`src/rtl/pwm_bank_if.sv`:
```
// pwm_bank_if -- control/status bundle for the pwm_bank PWM generator.
//
//   en_out  [NCH]      per-channel output enable (0 forces the output low)
//   en_pwm  [NCH]      per-channel mode: 1 = PWM, 0 = static high
//   duty    [NCH][RES] per-channel duty; packed so channel k sits at [k*RES +: RES]
//   period  [RES]      counter terminal value (TOP)
//   presc   [PW]       prescaler divide value, tick rate = clk/(presc+1)
//   center             0 = edge-aligned, 1 = centre-aligned
//   update             one-cycle strobe capturing duty/period/center into shadows
//   out     [NCH]      registered PWM outputs
//   cyc_end            one-cycle pulse after each period boundary
//   busy               shadow load pending
//
// master drives the controls, slave is the PWM bank.
interface pwm_bank_if #(
  parameter int NCH = 16,
  parameter int RES = 8,
  parameter int PW  = 8
);
  logic [NCH-1:0]          en_out;
  logic [NCH-1:0]          en_pwm;
  logic [NCH-1:0][RES-1:0] duty;
  logic [RES-1:0]          period;
  logic [PW-1:0]           presc;
  logic                    center;
  logic                    update;
  logic [NCH-1:0]          out;
  logic                    cyc_end;
  logic                    busy;

  modport master (
    output en_out, en_pwm, duty, period, presc, center, update,
    input  out, cyc_end, busy
  );

  modport slave (
    input  en_out, en_pwm, duty, period, presc, center, update,
    output out, cyc_end, busy
  );
endinterface

```
`src/rtl/pwm_bank.sv`:
```
// pwm_bank -- bank of NCH PWM channels sharing one prescaler and one counter.
//
// Ports:
//   clk  rising-edge clock
//   rst  asynchronous, active-high reset
//   bus  pwm_bank_if.slave: enables, duty/period/center/presc controls,
//        update strobe in; out, cyc_end, busy status out.
//
// duty/period/center are double-buffered: update writes the shadow set and
// the active set takes it at the next period boundary so a running period is
// never cut short. A load restarts the counter at 0 counting up. en_out,
// en_pwm and presc are used live.
module pwm_bank #(
  parameter int NCH = 16,
  parameter int RES = 8,
  parameter int PW  = 8
) (
  input  logic      clk,
  input  logic      rst,
  pwm_bank_if.slave bus
);

  typedef logic [RES-1:0] cnt_t;

  // prescaler / counter
  logic [PW-1:0] presc_q, presc_d;
  cnt_t          cnt_q, cnt_d;
  logic          down_q, down_d;

  // shadow and active parameter sets
  logic [NCH-1:0][RES-1:0] duty_sh_q, duty_sh_d;
  logic [NCH-1:0][RES-1:0] duty_act_q, duty_act_d;
  cnt_t                    period_sh_q, period_sh_d;
  cnt_t                    period_act_q, period_act_d;
  logic                    center_sh_q, center_sh_d;
  logic                    center_act_q, center_act_d;

  // status / outputs
  logic           busy_q, busy_d;
  logic           cyc_end_q, cyc_end_d;
  logic [NCH-1:0] out_q, out_d;

  logic tick;
  logic bnd;       // current cnt is the last one of the period
  cnt_t cnt_nxt;
  logic down_nxt;

  // >= rather than == so a presc lowered below the running count still
  // produces a tick on the next cycle instead of waiting for a wrap.
  assign tick = (presc_q >= bus.presc);

  // Counter step, applied only on tick.
  always_comb begin
    cnt_nxt  = cnt_q;
    down_nxt = down_q;
    bnd      = 1'b0;
    if (period_act_q == '0) begin
      // TOP=0: pinned at 0 in either mode, every tick is a boundary
      cnt_nxt  = '0;
      down_nxt = 1'b0;
      bnd      = 1'b1;
    end else if (!center_act_q) begin
      bnd      = (cnt_q >= period_act_q);
      cnt_nxt  = bnd ? '0 : cnt_q + 1'b1;
      down_nxt = 1'b0;
    end else if (!down_q && (cnt_q < period_act_q)) begin
      cnt_nxt = cnt_q + 1'b1;
    end else begin
      // Turning at TOP goes straight to TOP-1 so TOP is held for one tick;
      // the 1->0 step closes the period and 0 is then visited only once
      // because the counter turns up immediately.
      cnt_nxt  = down_q ? cnt_q - 1'b1 : period_act_q - 1'b1;
      bnd      = (cnt_nxt == '0);
      down_nxt = !bnd;
    end
  end

  always_comb begin
    presc_d      = tick ? '0 : presc_q + 1'b1;
    cnt_d        = tick ? cnt_nxt : cnt_q;
    down_d       = tick ? down_nxt : down_q;
    cyc_end_d    = tick & bnd;
    duty_sh_d    = duty_sh_q;
    period_sh_d  = period_sh_q;
    center_sh_d  = center_sh_q;
    duty_act_d   = duty_act_q;
    period_act_d = period_act_q;
    center_act_d = center_act_q;
    busy_d       = busy_q;

    if (bus.update) begin
      duty_sh_d   = bus.duty;
      period_sh_d = bus.period;
      center_sh_d = bus.center;
    end

    if (tick && bnd && (busy_q || bus.update)) begin
      // An update landing on the boundary itself bypasses the shadow set.
      duty_act_d   = bus.update ? bus.duty   : duty_sh_q;
      period_act_d = bus.update ? bus.period : period_sh_q;
      center_act_d = bus.update ? bus.center : center_sh_q;
      busy_d       = 1'b0;
    end else if (bus.update) begin
      busy_d = 1'b1;
    end
  end

  // Per-lane output select: enable gates everything, static mode is high.
  for (genvar k = 0; k < NCH; k++) begin : g_lane
    assign out_d[k] = bus.en_out[k] & (~bus.en_pwm[k] | (cnt_q < duty_act_q[k]));
  end

  always_ff @(posedge clk or posedge rst) begin
    if (rst) begin
      presc_q      <= '0;
      cnt_q        <= '0;
      down_q       <= 1'b0;
      duty_sh_q    <= '0;
      duty_act_q   <= '0;
      period_sh_q  <= '1;
      period_act_q <= '1;
      center_sh_q  <= 1'b0;
      center_act_q <= 1'b0;
      busy_q       <= 1'b0;
      cyc_end_q    <= 1'b0;
      out_q        <= '0;
    end else begin
      presc_q      <= presc_d;
      cnt_q        <= cnt_d;
      down_q       <= down_d;
      duty_sh_q    <= duty_sh_d;
      duty_act_q   <= duty_act_d;
      period_sh_q  <= period_sh_d;
      period_act_q <= period_act_d;
      center_sh_q  <= center_sh_d;
      center_act_q <= center_act_d;
      busy_q       <= busy_d;
      cyc_end_q    <= cyc_end_d;
      out_q        <= out_d;
    end
  end

  assign bus.out     = out_q;
  assign bus.cyc_end = cyc_end_q;
  assign bus.busy    = busy_q;

endmodule

```
`src/flat_wrapper.sv`:
```
// flat-port wrapper written by rule: the top's interface ports become plain ports
module pwm_bank_flat 
#(
  parameter int NCH = 16,
  parameter int RES = 8,
  parameter int PW  = 8
)
  (clk, rst, bus_en_out, bus_en_pwm, bus_duty, bus_period, bus_presc, bus_center, bus_update, bus_out, bus_cyc_end, bus_busy);
  pwm_bank_if #(.NCH(NCH), .RES(RES), .PW(PW)) bus_i ();
  input  logic clk;
  input  logic rst;
  input wire logic [$bits(bus_i.en_out)-1:0] bus_en_out;
  input wire logic [$bits(bus_i.en_pwm)-1:0] bus_en_pwm;
  input wire logic [$bits(bus_i.duty)-1:0] bus_duty;
  input wire logic [$bits(bus_i.period)-1:0] bus_period;
  input wire logic [$bits(bus_i.presc)-1:0] bus_presc;
  input wire logic [$bits(bus_i.center)-1:0] bus_center;
  input wire logic [$bits(bus_i.update)-1:0] bus_update;
  output wire logic [$bits(bus_i.out)-1:0] bus_out;
  output wire logic [$bits(bus_i.cyc_end)-1:0] bus_cyc_end;
  output wire logic [$bits(bus_i.busy)-1:0] bus_busy;
  assign bus_i.en_out = bus_en_out;
  assign bus_i.en_pwm = bus_en_pwm;
  assign bus_i.duty = bus_duty;
  assign bus_i.period = bus_period;
  assign bus_i.presc = bus_presc;
  assign bus_i.center = bus_center;
  assign bus_i.update = bus_update;
  assign bus_out = bus_i.out;
  assign bus_cyc_end = bus_i.cyc_end;
  assign bus_busy = bus_i.busy;
  pwm_bank #(.NCH(NCH), .RES(RES), .PW(PW)) u_core (.clk(clk), .rst(rst), .bus(bus_i));
endmodule
```
`config.mk`:
```
export PLATFORM = sky130hd
export DESIGN_NAME = pwm_bank_flat
export DESIGN_NICKNAME = d
export VERILOG_FILES = /design/src/rtl/pwm_bank_if.sv /design/src/rtl/pwm_bank.sv /design/src/flat_wrapper.sv
export SDC_FILE = /design/constraint.sdc
export NUM_CORES = 1
export LEC_CHECK = 0
export BUFFER_PORTS_ARGS = -buffer_cell sky130_fd_sc_hd__buf_2
export CAP_MARGIN = 20
export CORE_UTILIZATION = 63
export CTS_CLUSTER_DIAMETER = 50
export DETAILED_ROUTE_END_ITERATION = 6
export GPL_TIMING_DRIVEN = 0
export MAX_ROUTING_LAYER = met4
export PLACE_DENSITY = 0.95
export SLEW_MARGIN = 20
export SYNTH_ARGS = -nofsm -noshare
export SYNTH_HDL_FRONTEND = slang
export SYNTH_SLANG_ARGS = --single-unit
```
`constraint.sdc`:
```
create_clock -name clk -period 15.6 [get_ports clk]
set_input_delay 1.56 -clock clk [delete_from_list [all_inputs] [get_ports clk]]
set_output_delay 1.56 -clock clk [all_outputs]
set_load 0.05 [all_outputs]
```
==> impl_metrics.yaml <==
status:
  status: "finished clean"
hold_path:
  hp-class: "flop to flop"
  worstHoldEndpoint: "u_core.duty_act_q[37]"
  whs_path_depth: 1
  hp-start: "u_core.duty_act_q[37]"
synth:
  post-synth-top-count-cell: "dfrtp_1"
  yosysSeqAreaShare_pct: 50.9
  synth_edf_count: 0
  synth_fp_nets: 1566
  ys_warn_count: 0
  yosysTopAreaCell: "dfrtp_1"
  syn_area_um2: 15200
  synth_ff_type: "dfrtp_1"
  synth_cell_type_count: 44
  synth.area.top_cells: "dfrtp_1 48%, mux2_2 17%, ha_1 11%"
  async_flop_share_pct: 100
  netlist.area_leader.share_pct: 48.1
  synth_cells: 1254
  ys_ff_latch: 309
  synth.avg_cell_area_um2: 12.1
  ys_top_cells_by_count: "293 x dfrtp_1, 233 x mux2_2, 166 x inv_1"
layout:
  regArea_um2: 7760
  drive_above_1_share_pct: 34.8
  final_nets: 1802
  nFillCells: 1442
  area_growth_pct: 17.0
  post-route-util_pct: 75.5
  fin_cells: 1836
  multi_input_area_um2: 6620
cts:
  cts_max_path_buffers: 3
  clk_pin_slew_ns: 0.06
  cts_buffers: 34
  cts-resized-gates: 0
  ctsHoldBuffers: 0
  post_cts_buffers: 0
  cts_tree: "built"
  clock-sinks: 309
  root_buffer: "clkbuf_16"
  insertion_delay_ns: 0.50
  htree_levels: 2
power_and_ir_drop:
  power.switching_mw: 1.15
  power_frac_comb_pct: 36.0
  powerDensity_nw_per_um2: 180
  total_leakage_power_nw: 8.65
  peakVddDrop_v: 0.000120
  total_power_mw: 3.21
  p_sw_share_pct: 35.8
  power.share.clock_pct: 24.7
  seqPwrFrac_pct: 39.2
  internal_power_mw: 2.06
floorplanning:
  start_util_pct: 64.5
  die_h_um: 157
  die_w_um: 157
  core-area_um2: 23600
  core.rowCount: 56
  io_pins: 198
  fp.dieArea_um2: 24800
setup_path:
  r2r_start: "u_core.down_q"
  critPathLaunchType: "flop"
  path_class: "flop to flop"
  cp_max_fo: 10
  cp.arrival_ns: 4.64
  ff2ff_path_depth: 14
  reg2reg_to: "u_core.duty_act_q[21]"
  r2r_slack_ns: 11.33
  critical_path_required_ns: 15.97
  endpoint_kind: "flop"
global_route:
  grt_max_degree: 107
  grt_pass1_vias: 11000
  track_usage_pct: 29.6
  globalRoute.totalOverflow: 0
  grt_first_pass_wirelength_um: 54500
  antenna_found_initial: 5
sta:
  finalHoldViolations: 0
  period_share_pct: 27.4
  skew_ns: 0.00997
  hold-worst-slack_ns: 0.486
  setup_viol: 0
  fmax_mhz: 234
  report.final.slew_viol_count: 0
  rsz0062_at_grt: "false"
  worst_pin_slew_ns: 0.931
  fin_crit_ns: 4.27
  relSlewSlack_pct: 37.9
  final.setup.tns_ns: 0
drt:
  drt_iter0_drc: 493
  dr_total_vias: 10200
  wirelength_um: 34500
  vias_per_cell: 5.57
  dr.pass1.iters: 5
  ant_nets: 0
  wl_per_cell_um: 18.8
  drc: 0
place:
  dp_cells: 1772
  port_buffers: 197
  dp.final_hpwl_um: 22900
  place.gp.congestion: 0.863
job:
  maxCapViolations: 0
through the flow:
step	instance area, um^2	worst slack (ns)
after floorplan	15200	5.52
after global placement	16600	2.71
after detailed placement	16700	11.32
after CTS	17800	11.32
after global routing	17800	11.10
final	17800	11.33
registers in the layout, indices dropped and copies added, names as in the netlist, 8 cells and up:
name	flops
u_core.cnt_q	8
u_core.duty_sh_q	128
u_core.duty_act_q	128
u_core.bus.out	16
u_core.period_sh_q	8
u_core.presc_q	8
u_core.period_act_q	8
metal layers:
layer	part of all wire [%]	vias to the layer above	global-route usage, %
li1	-	4770	-
met1	41	5097	34.0
met3	4.7	76	5.12
met4	2.8	0	9.94
met5	0	-	-
met2	52	290	52.4
cells by family (layout without fill, tap and decap cells):
logic type                 Yosys count  in the layout  synth area share [%]
buffers and inverters              203            461                  5.64
xor gates and xnor gates            15             15                 0.863
muxes                              284            284                  20.9
and+or+nand+nor                    141            141                  4.34
adders and majority gates          132            132                  10.8
DFF                                309            309                  50.9
other                                0              5                     0
AOI/OAI and AO/OA                  170            170                  6.50
power by group through the flow:
stage          clock network, mW  registers [mW]  logic, mW
3_5_place_dp                   0            1.27       1.12
3_3_place_gp                   0            1.26       1.03
6_report                   0.794            1.26       1.16
4_1_cts                    0.806            1.26       1.15
2_1_floorplan                  0            1.26      0.783
5_1_grt                    0.840            1.29       1.30
how the worst max path moves through the flow:
stage | start | endpoint | slack [ns] | cells after the start
final | u_core.down_q | u_core.duty_act_q[21] | 11.33 | 14
after global placement | rst | u_core.duty_sh_q[20] | 2.71 | 2
after floorplan | rst | u_core.bus.busy | 5.52 | 1
after detailed placement | u_core.cnt_q[0] | u_core.duty_act_q[29] | 11.32 | 13
after CTS | u_core.cnt_q[0] | u_core.duty_act_q[28] | 11.32 | 13
after global routing | u_core.cnt_q[0] | u_core.duty_act_q[29] | 11.10 | 13
area by class of cell:
type / instances / area share (%)
flip-flops and latches: 309 / 43.5
multi-input cells: 742 / 37.1
repair buffers: 200 / 5.93
clock buffers: 45 / 5.35
inverters: 166 / 3.54
well taps: 319 / 2.24
plain buffers: 37 / 1.33
clock inverters: 13 / 0.878
diodes: 5 / 0.0702
layout by cell type (no fill, tap or decap), types with 6 or more instances in the layout:
cell	netlist	final
nand3_1	10	10
xnor2_1	8	8
nand2_1	23	23
clkbuf_1	21	27
buf_2	0	197
mux2_1	40	40
buf_4	11	11
a21oi_1	24	24
dfrtp_1	293	287
inv_1	166	165
and3_1	6	6
xor2_1	7	7
mux2i_1	11	11
clkbuf_16	0	35
nor2_1	68	68
o21ai_0	94	94
dfstp_2	16	16
ha_1	132	132
a21boi_0	31	31
buf_8	5	6
mux2_2	233	233
dfrtp_2	0	6
worst max-delay path, stage by stage (launching register included):
cell	delay [ns]
dfrtp_1	0.38
buf_4	0.18
clkbuf_1	0.45
mux2i_1	0.37
ha_1	0.26
inv_1	0.10
or3_1	0.36
xor2_1	0.14
mux2i_1	0.15
or4b_4	0.54
a211oi_2	0.23
buf_4	0.26
buf_8	0.21
buf_8	0.16
mux2_1	0.34
Power figures use the tool's default switching activity.
